## src/rtl/pam4_edge_gen_pkg.sv

```systemverilog
// pam4_edge_gen_pkg: shared definitions for the PAM4 edge generator.
//   - channel bit positions (R=2, G=1, B=0)
//   - FSM state encoding
//   - PAM4 level type and the level-to-pulse-width lookup
package pam4_edge_gen_pkg;

    localparam int CH_R   = 2;
    localparam int CH_G   = 1;
    localparam int CH_B   = 0;
    localparam int NUM_CH = 3;

    typedef enum logic {
        IDLE = 1'b0,
        RUN  = 1'b1
    } state_e;

    typedef logic [1:0] pam4_level_t;

    // High-time in ticks for one PAM4 level.
    function automatic logic [3:0] level_width(
        input pam4_level_t lvl,
        input logic [3:0]  w0,
        input logic [3:0]  w1,
        input logic [3:0]  w2,
        input logic [3:0]  w3
    );
        case (lvl)
            2'd0:    return w0;
            2'd1:    return w1;
            2'd2:    return w2;
            default: return w3;
        endcase
    endfunction

endpackage

```

## src/rtl/pam4_edge_gen_if.sv

```systemverilog
// pam4_edge_gen_if: symbol valid/ready handshake carrying one PAM4 level
// per colour channel.
//   sym_valid  upstream symbol available
//   sym_ready  block accepts symbol this cycle
//   sym_r/g/b  PAM4 levels for red/green/blue
interface pam4_edge_gen_if;
    import pam4_edge_gen_pkg::*;

    logic        sym_valid;
    logic        sym_ready;
    pam4_level_t sym_r;
    pam4_level_t sym_g;
    pam4_level_t sym_b;

    modport master (output sym_valid, sym_r, sym_g, sym_b, input sym_ready);
    modport slave  (input sym_valid, sym_r, sym_g, sym_b, output sym_ready);

endinterface

```

## src/rtl/pam4_edge_gen_chan.sv

```systemverilog
// pam4_chan_edge: per-channel edge decoder.
//   clk_x10, g_rst  fast clock, synchronous active-high reset
//   phase_i         tick position within the current symbol
//   run_i           FSM is in RUN
//   flush_i         first IDLE cycle after an underflow
//   level_i         PAM4 level of the current symbol
//   rising_o        one-cycle rise pulse
//   falling_o       one-cycle fall pulse
//   line_state_o    registered logical line level
module pam4_chan_edge
    import pam4_edge_gen_pkg::*;
#(
    parameter int PERIOD = 10,
    parameter int W0     = 0,
    parameter int W1     = 3,
    parameter int W2     = 6,
    parameter int W3     = 10
) (
    input  logic        clk_x10,
    input  logic        g_rst,
    input  logic [3:0]  phase_i,
    input  logic        run_i,
    input  logic        flush_i,
    input  pam4_level_t level_i,
    output logic        rising_o,
    output logic        falling_o,
    output logic        line_state_o
);

    localparam logic [3:0] PERIOD_4 = 4'(PERIOD);
    localparam logic [3:0] W0_4     = 4'(W0);
    localparam logic [3:0] W1_4     = 4'(W1);
    localparam logic [3:0] W2_4     = 4'(W2);
    localparam logic [3:0] W3_4     = 4'(W3);

    logic       line_q;
    logic       line_d;
    logic [3:0] width;

    // NOTE: every signal driven here gets a value on every path, so no latch is inferred.
    always_comb begin
        width     = level_width(level_i, W0_4, W1_4, W2_4, W3_4);
        // A line that is already high (full-width predecessor) gets no new rise.
        rising_o  = run_i & (phase_i == 4'd0) & (width != 4'd0) & ~line_q;
        // Full-width symbols never fall mid-symbol; a width of 0 falls at phase 0.
        // The flush term closes a pulse left open by a full-width last symbol.
        falling_o = (run_i & line_q & (width < PERIOD_4) & (phase_i == width))
                  | (flush_i & line_q);
        line_d    = line_q;
        if (rising_o) begin
            line_d = 1'b1;
        end else if (falling_o) begin
            line_d = 1'b0;
        end
    end

    // NOTE: sequential state uses non-blocking assignments only.
    always_ff @(posedge clk_x10) begin
        if (g_rst) begin
            line_q <= 1'b0;
        end else begin
            line_q <= line_d;
        end
    end

    assign line_state_o = line_q;

endmodule

```

## src/rtl/pam4_edge_gen.sv

```systemverilog
// pam4_edge_gen: turns one PAM4 level per colour channel per symbol into
// single-cycle rise/fall pulses; the level is the pulse width inside a
// PERIOD-tick window on clk_x10.
//   clk_x10, g_rst   fast clock, synchronous active-high reset
//   sym_if           slave side of the symbol valid/ready handshake
//   rising_edge_o    one-cycle rise pulses, bit2=R bit1=G bit0=B
//   falling_edge_o   one-cycle fall pulses, same bit order
//   line_state_o     registered logical level per channel
//   busy_o           high while a symbol is being played out
//   underflow_cnt_o  saturating count of stream underflows
module pam4_edge_gen
    import pam4_edge_gen_pkg::*;
#(
    parameter int PERIOD = 10,
    parameter int W0     = 0,
    parameter int W1     = 3,
    parameter int W2     = 6,
    parameter int W3     = 10
) (
    input  logic                  clk_x10,
    input  logic                  g_rst,
    pam4_edge_gen_if.slave        sym_if,
    output logic [NUM_CH-1:0]     rising_edge_o,
    output logic [NUM_CH-1:0]     falling_edge_o,
    output logic [NUM_CH-1:0]     line_state_o,
    output logic                  busy_o,
    output logic [7:0]            underflow_cnt_o
);

    localparam logic [3:0] LAST_PHASE = 4'(PERIOD - 1);

    state_e                   state_q, state_d;
    logic [3:0]               phase_q, phase_d;
    pam4_level_t [NUM_CH-1:0] level_q, level_d;
    logic                     flush_q, flush_d;
    logic [7:0]               ucnt_q, ucnt_d;

    logic sym_end;
    logic accept;

    assign sym_end          = (state_q == RUN) && (phase_q == LAST_PHASE);
    assign sym_if.sym_ready = (state_q == IDLE) || sym_end;
    assign accept           = sym_if.sym_valid && sym_if.sym_ready;

    always_comb begin
        state_d = state_q;
        phase_d = phase_q;
        level_d = level_q;
        ucnt_d  = ucnt_q;
        flush_d = 1'b0;
        if (accept) begin
            // Accepting at the last phase restarts at 0 with no gap cycle.
            level_d[CH_R] = sym_if.sym_r;
            level_d[CH_G] = sym_if.sym_g;
            level_d[CH_B] = sym_if.sym_b;
            phase_d       = 4'd0;
            state_d       = RUN;
        end else if (state_q == RUN) begin
            if (sym_end) begin
                state_d = IDLE;
                phase_d = 4'd0;
                flush_d = 1'b1;
                ucnt_d  = (ucnt_q == 8'hFF) ? ucnt_q : ucnt_q + 8'd1;
            end else begin
                phase_d = phase_q + 4'd1;
            end
        end
    end

    always_ff @(posedge clk_x10) begin
        if (g_rst) begin
            state_q <= IDLE;
            phase_q <= 4'd0;
            level_q <= '0;
            flush_q <= 1'b0;
            ucnt_q  <= 8'd0;
        end else begin
            state_q <= state_d;
            phase_q <= phase_d;
            level_q <= level_d;
            flush_q <= flush_d;
            ucnt_q  <= ucnt_d;
        end
    end

    for (genvar i = 0; i < NUM_CH; i++) begin : g_chan
        pam4_chan_edge #(
            .PERIOD (PERIOD),
            .W0     (W0),
            .W1     (W1),
            .W2     (W2),
            .W3     (W3)
        ) u_chan (
            .clk_x10      (clk_x10),
            .g_rst        (g_rst),
            .phase_i      (phase_q),
            .run_i        (state_q == RUN),
            .flush_i      (flush_q),
            .level_i      (level_q[i]),
            .rising_o     (rising_edge_o[i]),
            .falling_o    (falling_edge_o[i]),
            .line_state_o (line_state_o[i])
        );
    end

    assign busy_o          = (state_q == RUN);
    assign underflow_cnt_o = ucnt_q;

endmodule

```

## src/flat_wrapper.sv

```systemverilog
// flat-port wrapper written by rule: the top's interface ports become plain ports
module pam4_edge_gen_flat import pam4_edge_gen_pkg::*;
#(
    parameter int PERIOD = 10,
    parameter int W0     = 0,
    parameter int W1     = 3,
    parameter int W2     = 6,
    parameter int W3     = 10
)
  (clk_x10, g_rst, rising_edge_o, falling_edge_o, line_state_o, busy_o, underflow_cnt_o, sym_if_sym_valid, sym_if_sym_r, sym_if_sym_g, sym_if_sym_b, sym_if_sym_ready);
  pam4_edge_gen_if sym_if_i ();
  input  logic clk_x10;
  input  logic g_rst;
  output logic [NUM_CH-1:0] rising_edge_o;
  output logic [NUM_CH-1:0] falling_edge_o;
  output logic [NUM_CH-1:0] line_state_o;
  output logic busy_o;
  output logic [7:0] underflow_cnt_o;
  input wire logic [$bits(sym_if_i.sym_valid)-1:0] sym_if_sym_valid;
  input wire logic [$bits(sym_if_i.sym_r)-1:0] sym_if_sym_r;
  input wire logic [$bits(sym_if_i.sym_g)-1:0] sym_if_sym_g;
  input wire logic [$bits(sym_if_i.sym_b)-1:0] sym_if_sym_b;
  output wire logic [$bits(sym_if_i.sym_ready)-1:0] sym_if_sym_ready;
  assign sym_if_i.sym_valid = sym_if_sym_valid;
  assign sym_if_i.sym_r = sym_if_sym_r;
  assign sym_if_i.sym_g = sym_if_sym_g;
  assign sym_if_i.sym_b = sym_if_sym_b;
  assign sym_if_sym_ready = sym_if_i.sym_ready;
  pam4_edge_gen #(.PERIOD(PERIOD), .W0(W0), .W1(W1), .W2(W2), .W3(W3)) u_core (.clk_x10(clk_x10), .g_rst(g_rst), .sym_if(sym_if_i), .rising_edge_o(rising_edge_o), .falling_edge_o(falling_edge_o), .line_state_o(line_state_o), .busy_o(busy_o), .underflow_cnt_o(underflow_cnt_o));
endmodule
```

## config.mk

```make
export PLATFORM = sky130hd
export DESIGN_NAME = pam4_edge_gen_flat
export DESIGN_NICKNAME = d
export VERILOG_FILES = /design/src/rtl/pam4_edge_gen_pkg.sv /design/src/rtl/pam4_edge_gen_if.sv /design/src/rtl/pam4_edge_gen_chan.sv /design/src/rtl/pam4_edge_gen.sv /design/src/flat_wrapper.sv
export SDC_FILE = /design/constraint.sdc
export NUM_CORES = 1
export LEC_CHECK = 0
export ABC_AREA = 1
export BUFFER_PORTS_ARGS = -buffer_cell sky130_fd_sc_hd__buf_2
export CAP_MARGIN = 15
export CORE_AREA = 2 2 54 56
export CTS_CLUSTER_DIAMETER = 60
export DETAILED_ROUTE_END_ITERATION = 7
export DIE_AREA = 0 0 56 58
export GPL_ROUTABILITY_DRIVEN = 0
export PLACE_DENSITY_LB_ADDON = 0.08
export SLEW_MARGIN = 20
export SYNTH_ARGS = -nofsm -noshare
export SYNTH_HDL_FRONTEND = slang
export SYNTH_SLANG_ARGS = --single-unit
```

## constraint.sdc

```tcl
create_clock -name clk_x10 -period 2 [get_ports clk_x10]
set_clock_uncertainty 0.15 [all_clocks]
set_input_delay 0.1 -clock clk_x10 [delete_from_list [all_inputs] [get_ports clk_x10]]
set_output_delay 0.1 -clock clk_x10 [all_outputs]
set_load 0.01 [all_outputs]
```

# Word level (Yosys, flattened, before mapping)
# Index checks and enable logic that the tools add are counted.
[word_totals]
regBits = 23
output_inout_bits = 19
[op_classes]
n_addsub = 2
order_cmp = 3
n_eq_ne = 11
n_mux = 14
bitwise_logic = 28
reduce_logical = 16
[ops]
columns = ["operator", "n"]
rows = [
  ["case mux 4 bit (3 select lines)", 3],
  ["bitwise AND 1 bit", 19],
  ["== test 4 bit", 3],
  ["< comparator 4 bit, second input constant", 3],
  ["nonzero test 4 bit", 3],
  ["two-way mux 1 bit", 10],
  ["adder 8 x 1 -> 8 bit, second input constant", 1],
  ["== test 8 bit, second input constant", 1],
  ["== test 2 x 1 -> 1 bit, second input constant", 3],
  ["== test 2 bit, second input constant", 3],
  ["logical NOT 2 bit", 3],
  ["NOT 1 bit", 6],
  ["nonzero test 2 bit", 3],
  ["adder 4 x 1 -> 4 bit, second input constant", 1],
  ["== test 4 bit, second input constant", 1],
  ["logical NOT 4 bit", 1],
  ["two-way mux 4 bit", 1],
  ["AND reduction 4 bit", 1],
  ["OR 1 bit", 3],
  ["OR reduction 3 bit", 1],
  ["logical AND 1 bit", 2],
  ["OR reduction 2 bit", 1],
  ["logical OR 1 bit", 1],
]

# Logic depth before layout (Yosys ltp)
# Gate-level depths: netlist (run 1).
[depth]
depth_word = 8
depth_mapped = 9
mapped_depth_nobuf = 9

# Modules after synthesis
# From an unflattened synthesis (run 1), not the netlist that was laid out.
[unflattened]
cells_unflattened = 215
area_unflattened_um2 = 1410.1
[modules_own_cells]
columns = ["mod", "n_inst", "cells_each", "area_each_um2"]
rows = [
  ["pam4_edge_gen", 1, 137, 955.9],
  ["pam4_chan_edge", 3, 26, 151.4],
]

# Worst setup path before layout (run 1)
# No wires, ideal clock.
[synth_path]
path_kind = "flip-flop to flip-flop"
start = "reg u_core.phase_q[1]"
end = "reg u_core.level_q[4] in the netlist's numbering"
setup_time_ps = 119
arrival_time_ps = 1279
required_time_ps = 1731
slack_ps = 452
stages_incl_launch_ff = 9
n_path_buf = 1
cell_sequence = "dfxtp_1 > inv_1 > ha_1 > nand3_1 > nand2_2 > nand2_2 > buf_6 > o21ai_0 > a21oi_1"
[synth_via]
elab_chain_cells = 4
[synth_lines]
columns = ["element", "line", "text"]
rows = [
  ["start: declaration", "pam4_edge_gen.sv:33", "logic [3:0] phase_q, phase_d;"],
  ["start signal: assignment", "pam4_edge_gen.sv:79", "phase_q <= phase_d;"],
  ["== test 4 bit", "pam4_edge_gen.sv:41", "assign sym_end = (state_q == RUN) && (phase_q == LAST_PHASE);"],
  ["logical AND 1 bit", "pam4_edge_gen.sv:41", ""],
  ["logical OR 1 bit", "pam4_edge_gen.sv:42", "assign sym_if.sym_ready = (state_q == IDLE) || sym_end;"],
  ["named net sym_if_sym_ready", "flat_wrapper.sv:23", "output wire logic [$bits(sym_if_i.sym_ready)-1:0] sym_if_sym_ready;"],
  ["logical AND 1 bit", "pam4_edge_gen.sv:43", "assign accept = sym_if.sym_valid && sym_if.sym_ready;"],
  ["end signal: assignment", "pam4_edge_gen.sv:80", "level_q <= level_d;"],
  ["end: declaration", "pam4_edge_gen.sv:34", "pam4_level_t [NUM_CH-1:0] level_q, level_d;"],
]
# The timed path passes the listed nets, and every way through them passes these cells.
# A chain may end at the register's enable or synchronous reset.

# Final worst setup path (run 1)
[layout_path]
start = "reg u_core.phase_q[1]"
end = "reg u_core.state_q, in the netlist u_core.busy_o"
[layout_via]
elab_chain_cells = 5
[layout_lines]
columns = ["element", "line", "text"]
rows = [
  ["== test 4 bit (*)", "pam4_edge_gen.sv:41", ""],
  ["logical AND 1 bit (*)", "pam4_edge_gen.sv:41", ""],
  ["two-way mux 1 bit / logical OR 1 bit (equally long branches)", "pam4_edge_gen.sv:59, pam4_edge_gen.sv:42", ""],
  ["two-way mux 1 bit / logical AND 1 bit (equally long branches)", "pam4_edge_gen.sv:58, pam4_edge_gen.sv:43", ""],
  ["two-way mux 1 bit (*)", "pam4_edge_gen.sv:51", "if (accept) begin"],
  ["end signal: assignment", "pam4_edge_gen.sv:78", "state_q <= state_d;"],
  ["end: declaration", "pam4_edge_gen.sv:32", "state_e state_q, state_d;"],
]
# Mark *: on every way between the ends. The rest lies on a longest branch, timed or not.

==> results of run 1 <==
[report_power, final]
part           total [mW]  switching [mW]  internal, mW
Sequential          0.493          0.0167         0.476
Combinational       0.139          0.0811        0.0576
Clock               0.225           0.147        0.0779
[routing by layer]
layer	vias to the layer above	routed length, um
met5	-	0
met4	0	16
met3	2	159
met2	45	1505
met1	629	1281
li1	673	-
[worst paths after layout]
kind,endpoint,slack (ns),cells after the start
min,u_core.phase_q[1],0.36,2
min reg2reg,u_core.phase_q[1],0.36,2
max reg2reg,u_core.busy_o,0.13,6
max,u_core.busy_o,0.13,6
[sequential cells by signal, summed over array words and instances (netlist names)]
| signal | count |
|---|---|
| u_core.underflow_cnt_o | 8 |
| u_core.level_q | 6 |
| u_core.phase_q | 4 |
| u_core.g_chan.u_chan.line_state_o | 3 |
| u_core.busy_o | 1 |
| u_core.flush_q | 1 |
[cells by family after synthesis]
| logic type | count (synthesis) |
|---|---|
| AND/OR/NAND/NOR | 98 |
| buffers and inverters | 36 |
| AO/OA/AOI/OAI | 32 |
| flip-flops | 23 |
| XOR/XNOR | 5 |
| adder cells (fa/ha/maj) | 4 |
[metrics by stage]
step	power [mW]	setup slack (ns)	cells
floorplan	0.6001	0.4519	198
global placement	0.6253	0.3394	243
detailed placement	0.6267	0.2760	243
CTS	0.8590	0.06413	256
global route	0.9003	0.01127	256
finish	0.8562	0.1262	256
[cell usage after synthesis]
| cell type | instances |
|---|---|
| nor2_1 | 15 |
| a21oi_1 | 22 |
| o21ai_0 | 9 |
| xnor2_1 | 3 |
| inv_4 | 1 |
| nand3_1 | 17 |
| ha_1 | 4 |
| o21ai_2 | 1 |
| nand2_4 | 1 |
| xor2_1 | 2 |
| buf_6 | 2 |
| inv_1 | 21 |
| nor2_2 | 3 |
| buf_4 | 9 |
| nand4_2 | 1 |
| dfxtp_1 | 23 |
| nor3_1 | 2 |
| nand2_2 | 2 |
| clkbuf_1 | 2 |
| nand2_1 | 57 |
| inv_2 | 1 |
[final cells by class]
class,instances,area (um2),share of cell area (%)
clock buffers,4,26.28,1.727
inverters,23,88.84,5.839
multi-input cells,139,678.2,44.57
flip-flops and latches,23,464.2,30.51
repair buffers,36,225.2,14.80
well taps,31,38.79,2.549
[worst register-to-register path: stages (launching register included)]
cell,delay (ns)
dfxtp_2,0.37
inv_1,0.17
ha_1,0.23
nand3_1,0.13
nand2_2,0.12
a21oi_1,0.06
dlygate4sd3_1,0.55
[repair_timing]
item	CTS	global route
endpoints found under the hold margin	16	0
hold buffers	9	0
setup endpoints to repair	0	7
buffers inserted	0	0
resized for setup	0	3
==> metrics.txt, run 1 <==
# TYPE chip_impl_metric gauge
chip_impl_info{name="status",value="complete, no violations"} 1
chip_impl_info{name="netlist.top_cell.by_area",value="dfxtp_1"} 1
chip_impl_info{name="min-delay-start",value="u_core.phase_q[1]"} 1
chip_impl_info{name="cp-end-kind",value="register"} 1
chip_impl_metric{name="clock_latency",unit="ns"} 0.31
chip_impl_metric{name="core_region_area",unit="um2"} 2663
chip_impl_metric{name="ant_diodes",unit=""} 0
chip_impl_metric{name="cts-buffers-inserted",unit=""} 3
chip_impl_info{name="tritoncts",value="yes"} 1
chip_impl_metric{name="clk_transition_reported_paths",unit="ns"} 0.13
chip_impl_metric{name="fin_util",unit="%"} 57.14
chip_impl_metric{name="p_leak",unit="nW"} 0.7149
chip_impl_metric{name="yosys.area_share.simple",unit="%"} 31.73
chip_impl_metric{name="tritoncts_num_sinks",unit=""} 23
chip_impl_metric{name="routed-via-count",unit=""} 1349
chip_impl_metric{name="grt_start_max_net_pins",unit=""} 16
chip_impl_metric{name="yosysSeqAreaShare",unit="%"} 34.75
chip_impl_metric{name="worst-path-max-fanout",unit=""} 6
chip_impl_metric{name="worst-endpoint-arrival",unit="ns"} 1.94
chip_impl_metric{name="hold-worst-slack",unit="ns"} 0.3639
chip_impl_info{name="final_common_cell",value="nand2_1"} 1
chip_impl_metric{name="worst_ep_required_time",unit="ns"} 2.07
chip_impl_metric{name="min_period",unit="ns"} 1.874
chip_impl_metric{name="synth_seq_cells",unit=""} 23
chip_impl_metric{name="worst_ir_drop_vdd",unit="mV"} 0.3884
chip_impl_metric{name="syn-instance-count",unit=""} 198
chip_impl_metric{name="timing.final.crit_share",unit="%"} 93.69
chip_impl_metric{name="antenna_found_initial",unit=""} 0
chip_impl_metric{name="synth.cell_area",unit="um2"} 1325
chip_impl_metric{name="crit_path_max_incr_delay",unit="ns"} 0.55
chip_impl_metric{name="synthesis.yosys.warnings",unit=""} 0
chip_impl_info{name="mostFrequentLayoutCells",value="nand2_1 (57), buf_2 (27), a21oi_1 (22), inv_1 (21), dfxtp_1 (20)"} 1
chip_impl_metric{name="timing.max_cap.violations",unit=""} 0
chip_impl_metric{name="die_span_x",unit="um"} 56
chip_impl_metric{name="number_of_drc_violations_after_detailed_routing_iteration_0",unit=""} 37
chip_impl_info{name="grt_most_used_layer",value="met2"} 1
chip_impl_info{name="synth_top_family_by_area",value="simple AND/OR/NAND/NOR gates"} 1
chip_impl_info{name="cp-start-kind",value="register"} 1
chip_impl_info{name="crit_start",value="u_core.phase_q[1]"} 1
chip_impl_info{name="cts_root_buffer",value="clkbuf_4"} 1
chip_impl_metric{name="synth_compound_gate_area_share",unit="%"} 12.37
chip_impl_info{name="worstPathCellList",value="inv_1 -> ha_1 -> nand3_1 -> nand2_2 -> a21oi_1 -> dlygate4sd3_1"} 1
chip_impl_info{name="netlist_top_cells_area",value="dfxtp_1 (35%), nand2_1 (16%), a21oi_1 (8.3%), nand3_1 (6.4%), inv_1 (5.9%)"} 1
chip_impl_metric{name="timing.final.setup_violations",unit=""} 0
chip_impl_metric{name="final_instance_area",unit="um2"} 1521
chip_impl_metric{name="cts.path.max_buffers",unit=""} 2
chip_impl_metric{name="cellPowerDensity",unit="nW/um2"} 562.8
chip_impl_info{name="cpLargestDelayFamily",value="buffers and inverters"} 1
chip_impl_metric{name="finalHoldViolCount",unit=""} 0
chip_impl_metric{name="syn2layout_area_growth",unit="%"} 14.83
chip_impl_metric{name="nNetsFinal",unit=""} 239
chip_impl_metric{name="htree_num_levels",unit=""} 1
chip_impl_metric{name="yosysTopAreaCellShare",unit="%"} 34.75
chip_impl_metric{name="fraction_of_synthesized_area_in_multiplexers",unit="%"} 0
chip_impl_metric{name="groute.layer.met2.usage",unit="%"} 35.63
chip_impl_metric{name="use_met1",unit="%"} 22.91
chip_impl_metric{name="gr-total-overflow",unit=""} 0
chip_impl_metric{name="firstDrtPassIters",unit=""} 4
chip_impl_metric{name="timing.max_slew.rel_slack",unit="%"} 77.56
chip_impl_metric{name="groute.layer.met3.usage",unit="%"} 2.455
chip_impl_metric{name="route.detailed.drc",unit=""} 0
chip_impl_metric{name="netlist-cell-type-count",unit=""} 21
chip_impl_metric{name="die_h",unit="um"} 58
chip_impl_metric{name="die_area",unit="um2"} 3248
chip_impl_metric{name="i_o_pins",unit=""} 28
chip_impl_info{name="cpMaxStageDelayCell",value="dlygate4sd3_1"} 1
chip_impl_metric{name="syn_nets",unit=""} 211
chip_impl_info{name="criticalPathCategory",value="reg2reg"} 1
chip_impl_metric{name="report.final.slew_viol_count",unit=""} 0
chip_impl_metric{name="grt_pass1_wl",unit="um"} 5023
chip_impl_metric{name="routed_wl",unit="um"} 2961
chip_impl_metric{name="detail_route.vias_per_cell",unit=""} 5.270
chip_impl_metric{name="layout.filler_cells",unit=""} 282
chip_impl_metric{name="xor_xnor_cell_area_share_of_the_yosys_netlist",unit="%"} 3.305
chip_impl_metric{name="global_route.usage.total",unit="%"} 19.28
chip_impl_metric{name="core.rowCount",unit=""} 19
chip_impl_info{name="rsz0062_at_grt",value="false"} 1
chip_impl_metric{name="max_freq",unit="MHz"} 533.7
chip_impl_metric{name="layout-drive-gt1-share",unit="%"} 19.11
chip_impl_metric{name="standard_cell_area_after_detailed_placement",unit="um2"} 1401
chip_impl_metric{name="post_synth_fa_ha_maj_area_fraction",unit="%"} 3.777
chip_impl_metric{name="worst_slew_pin_slew",unit="ns"} 0.3362
chip_impl_metric{name="grt_pass1_vias",unit=""} 1168
chip_impl_metric{name="worst-path-buf-inv",unit=""} 2
chip_impl_metric{name="postSynthAreaPerCell",unit="um2"} 6.692
chip_impl_metric{name="initial_core_utilization",unit="%"} 49.77
chip_impl_info{name="regToRegStartpoint",value="u_core.phase_q[1]"} 1
chip_impl_metric{name="drt_wl_cell",unit="um"} 11.57
chip_impl_metric{name="setup_tns",unit="ns"} 0
chip_impl_metric{name="detail-route-antenna-nets",unit=""} 0
chip_impl_info{name="worstHoldPathType",value="reg2reg"} 1
chip_impl_metric{name="place.port_buffers",unit=""} 27
chip_impl_metric{name="hpwlAfterDp",unit="um"} 2234
No activity file was read; power rests on OpenSTA's default activity.
==> run 2, diff against run 1 <==
--- a/config.mk
+++ b/config.mk
@@ -5,7 +5,6 @@
 export SDC_FILE = /design/constraint.sdc
 export NUM_CORES = 1
 export LEC_CHECK = 0
-export ABC_AREA = 1
 export BUFFER_PORTS_ARGS = -buffer_cell sky130_fd_sc_hd__buf_2
 export CAP_MARGIN = 15
 export CORE_AREA = 2 2 54 56
==> run 2 against run 1 <==
Sequential power decreased by 0.8%. Non-clock buffer count grew 6. Count of clock-buffer cells in the layout fell by 1. Core utilization increased by 3.9 points. Critical path type is now reg2out. Critical endpoint is now falling_edge_o[2].
==> metrics.txt, run 2 <==
# TYPE chip_impl_metric gauge
chip_impl_metric{name="route.detailed.drc",unit=""} 0
chip_impl_metric{name="cts-buffers-inserted",unit=""} 3
chip_impl_info{name="worstPathCellList",value="buf_6 -> or3_1 -> a21o_1 -> a21oi_2 -> a21o_1 -> buf_2"} 1
chip_impl_metric{name="clock_latency",unit="ns"} 0.32
chip_impl_metric{name="largest_register_ffs",unit=""} 8
chip_impl_info{name="cp-start-kind",value="register"} 1
chip_impl_info{name="status",value="complete, no violations"} 1
chip_impl_metric{name="nNetsFinal",unit=""} 201
chip_impl_metric{name="core.rowCount",unit=""} 19
chip_impl_metric{name="synthesis.yosys.warnings",unit=""} 0
chip_impl_metric{name="netlist-cell-type-count",unit=""} 47
chip_impl_metric{name="place.port_buffers",unit=""} 27
chip_impl_metric{name="fin_util",unit="%"} 61.04
chip_impl_metric{name="whs_path_depth",unit=""} 2
chip_impl_metric{name="routed_wl",unit="um"} 2816
chip_impl_metric{name="htree_num_levels",unit=""} 1
chip_impl_metric{name="synth_seq_cells",unit=""} 23
chip_impl_metric{name="p_leak",unit="nW"} 0.7436
chip_impl_metric{name="syn_nets",unit=""} 169
chip_impl_metric{name="finish.cell_count_without_fillers",unit=""} 218
chip_impl_metric{name="worst_slew_pin_slew",unit="ns"} 0.4216
chip_impl_metric{name="finalHoldViolCount",unit=""} 0
chip_impl_info{name="cts_root_buffer",value="clkbuf_4"} 1
chip_impl_metric{name="post-place-cells",unit=""} 203
chip_impl_info{name="netlist.top_cell.by_area",value="dfxtp_1"} 1
chip_impl_info{name="cp-end-kind",value="primary output"} 1
chip_impl_info{name="netlist_top_cells_count",value="nor2_1 (24), dfxtp_1 (23), buf_4 (9), inv_1 (8), mux2i_1 (8)"} 1
chip_impl_metric{name="rr_worst_depth",unit=""} 6
chip_impl_metric{name="timing.final.crit_share",unit="%"} 97.63
chip_impl_metric{name="cts.path.max_buffers",unit=""} 2
chip_impl_info{name="criticalPathCategory",value="reg2out"} 1
chip_impl_metric{name="layout-drive-gt1-share",unit="%"} 28.34
chip_impl_metric{name="global_route.usage.total",unit="%"} 19.11
chip_impl_metric{name="tritoncts_num_sinks",unit=""} 23
chip_impl_info{name="final_common_cell",value="buf_2"} 1
chip_impl_metric{name="worst-path-buf-inv",unit=""} 2
chip_impl_metric{name="grt_pass1_vias",unit=""} 1092
chip_impl_info{name="rr_endpoint",value="u_core.underflow_cnt_o[5]"} 1
chip_impl_metric{name="clk_transition_reported_paths",unit="ns"} 0.13
chip_impl_metric{name="async_reset_ff_share",unit="%"} 0
chip_impl_info{name="cp_common_cell",value="a21o_1"} 1
chip_impl_metric{name="number_of_drc_violations_after_detailed_routing_iteration_0",unit=""} 23
chip_impl_metric{name="yosysTopAreaCellShare",unit="%"} 34.46
chip_impl_metric{name="routed-via-count",unit=""} 1186
chip_impl_metric{name="timing.max_slew.rel_slack",unit="%"} 71.89
chip_impl_metric{name="hpwlAfterDp",unit="um"} 1974
chip_impl_metric{name="timing.critical_path.depth",unit=""} 6
chip_impl_metric{name="detail-route-antenna-nets",unit=""} 0
chip_impl_metric{name="timing.reg2reg.setup_slack",unit="ns"} 0.16
chip_impl_metric{name="synth.cell_area",unit="um2"} 1336
chip_impl_info{name="cpLargestDelayFamily",value="compound AO/OA/AOI/OAI gates"} 1
chip_impl_metric{name="syn2layout_area_growth",unit="%"} 21.63
chip_impl_metric{name="syn-instance-count",unit=""} 156
chip_impl_info{name="min-delay-start",value="g_rst"} 1
chip_impl_metric{name="synth_edf_count",unit=""} 0
chip_impl_metric{name="die_area",unit="um2"} 3248
chip_impl_metric{name="initial_core_utilization",unit="%"} 50.19
chip_impl_info{name="synth.most_common_cell",value="nor2_1"} 1
chip_impl_info{name="regToRegStartpoint",value="u_core.phase_q[0]"} 1
chip_impl_metric{name="worst_ir_drop_vdd",unit="mV"} 0.3435
chip_impl_info{name="rsz0062_at_grt",value="true"} 1
chip_impl_info{name="yosys_most_used_dff",value="dfxtp_1"} 1
chip_impl_info{name="cpMaxStageDelayCell",value="dfxtp_2"} 1
chip_impl_metric{name="worst_ep_required_time",unit="ns"} 1.75
chip_impl_metric{name="timing.max_cap.violations",unit=""} 0
chip_impl_info{name="hold_end",value="u_core.level_q[4]"} 1
chip_impl_metric{name="antenna_found_initial",unit=""} 0
chip_impl_metric{name="die_span_x",unit="um"} 56
chip_impl_metric{name="layout.filler_cells",unit=""} 251
chip_impl_metric{name="postSynthAreaPerCell",unit="um2"} 8.566
chip_impl_metric{name="worst-path-max-fanout",unit=""} 5
chip_impl_metric{name="crit_path_max_incr_delay",unit="ns"} 0.36
chip_impl_metric{name="detail_route.vias_per_cell",unit=""} 5.440
chip_impl_metric{name="grt_pass1_wl",unit="um"} 4802
chip_impl_info{name="mostFrequentLayoutCells",value="buf_2 (28), nor2_1 (24), dfxtp_1 (19), inv_1 (8), mux2i_1 (8)"} 1
chip_impl_metric{name="ant_diodes",unit=""} 0
chip_impl_info{name="tritoncts",value="yes"} 1
chip_impl_metric{name="worst-endpoint-arrival",unit="ns"} 1.70
chip_impl_metric{name="firstDrtPassIters",unit=""} 5
chip_impl_info{name="worstHoldPathType",value="in2reg"} 1
chip_impl_metric{name="drt_wl_cell",unit="um"} 12.92
chip_impl_metric{name="standard_cell_area_after_detailed_placement",unit="um2"} 1446
chip_impl_metric{name="yosysSeqAreaShare",unit="%"} 34.46
chip_impl_metric{name="gr-total-overflow",unit=""} 0
chip_impl_metric{name="grt_start_max_net_pins",unit=""} 25
chip_impl_metric{name="die_h",unit="um"} 58
chip_impl_metric{name="core_region_area",unit="um2"} 2663
chip_impl_metric{name="setup_tns",unit="ns"} 0
chip_impl_info{name="netlist_top_cells_area",value="dfxtp_1 (34%), nor2_1 (6.7%), mux2i_1 (6.0%), buf_4 (5.1%), ha_1 (3.7%)"} 1
chip_impl_metric{name="final_instance_area",unit="um2"} 1625
chip_impl_metric{name="timing.final.setup_violations",unit=""} 0
chip_impl_metric{name="max_freq",unit="MHz"} 512.1
chip_impl_metric{name="i_o_pins",unit=""} 28
chip_impl_metric{name="report.final.slew_viol_count",unit=""} 0
chip_impl_metric{name="cellPowerDensity",unit="nW/um2"} 528.5
chip_impl_metric{name="min_period",unit="ns"} 1.953
[run 2: worst reg2reg max path: stages (launching register included)]
cell and delay (ns):
dfxtp_2 0.38, buf_4 0.11, ha_1 0.27, nand4_2 0.15, nor4_4 0.18, nand4_1 0.16, mux2_1 0.33
[run 2: worst max-delay path by stage]
stage,slack [ns],to,start
2_1_floorplan,0.16,u_core.underflow_cnt_o[5],u_core.phase_q[1]
3_3_place_gp,0.31,u_core.underflow_cnt_o[5],u_core.phase_q[1]
3_5_place_dp,0.30,u_core.underflow_cnt_o[5],u_core.phase_q[1]
4_1_cts,0.01,rising_edge_o[2],u_core.phase_q[0]
5_1_grt,-0.07,falling_edge_o[2],u_core.phase_q[0]
6_report,0.05,falling_edge_o[2],u_core.phase_q[0]
[run 2: layout make-up]
class	count	area, um2	area share, %
Clock inverter	1	5.005	0.3079
Multi-Input combinational cell	109	787.0	48.42
Clock buffer	3	22.52	1.386
Inverter	9	33.78	2.079
Timing Repair Buffer	42	270.3	16.63
Tap cell	31	38.79	2.386
Sequential cell	23	467.9	28.79
[run 2: repair_timing]
item,CTS,global route
pin swaps,0,3
gates resized for setup,2,10
hold buffers,7,0
endpoints found under the setup margin,3,6
cloned,0,1
endpoints found under the hold margin,7,0
buffers inserted,0,3
[run 2: layer usage]
| layer | vias up | global-route usage, % | wire [um] |
|---|---|---|---|
| li1 | 606 | - | - |
| met1 | 552 | 24.93 | 1385 |
| met5 | - | 0 | 0 |
| met4 | 0 | 8.503 | 23 |
| met2 | 26 | 30.42 | 1303 |
| met3 | 2 | 4.464 | 103 |
[run 2: metrics by stage]
step / power [mW] / hold WS (ns) / setup WS [ns]
2_1_floorplan: 0.5894 / 0.02674 / 0.1619
3_3_place_gp: 0.6169 / 0.1851 / 0.3051
3_5_place_dp: 0.6203 / 0.1953 / 0.3014
4_1_cts: 0.8574 / 0.03070 / 0.01431
5_1_grt: 0.9046 / 0.05434 / -0.06614
6_report: 0.8590 / 0.03640 / 0.04736
[run 2: cell families (layout without fill, tap and decap cells)]
group	Yosys count	in the layout	synth area share (%)
and+or+nand+nor	64	64	27.62
AOI/OAI and AO/OA	26	26	13.86
buffers and inverters	24	55	9.550
DFF	23	23	34.46
muxes	9	9	6.835
xor gates and xnor gates	6	6	3.933
adders and majority gates	4	4	3.745
[run 2: where the power goes]
group	internal [mW]	switching, mW	total (mW)
logic	0.0712	0.0749	0.146
clock network	0.0749	0.149	0.224
registers	0.472	0.0172	0.489
total	0.618	0.241	0.859
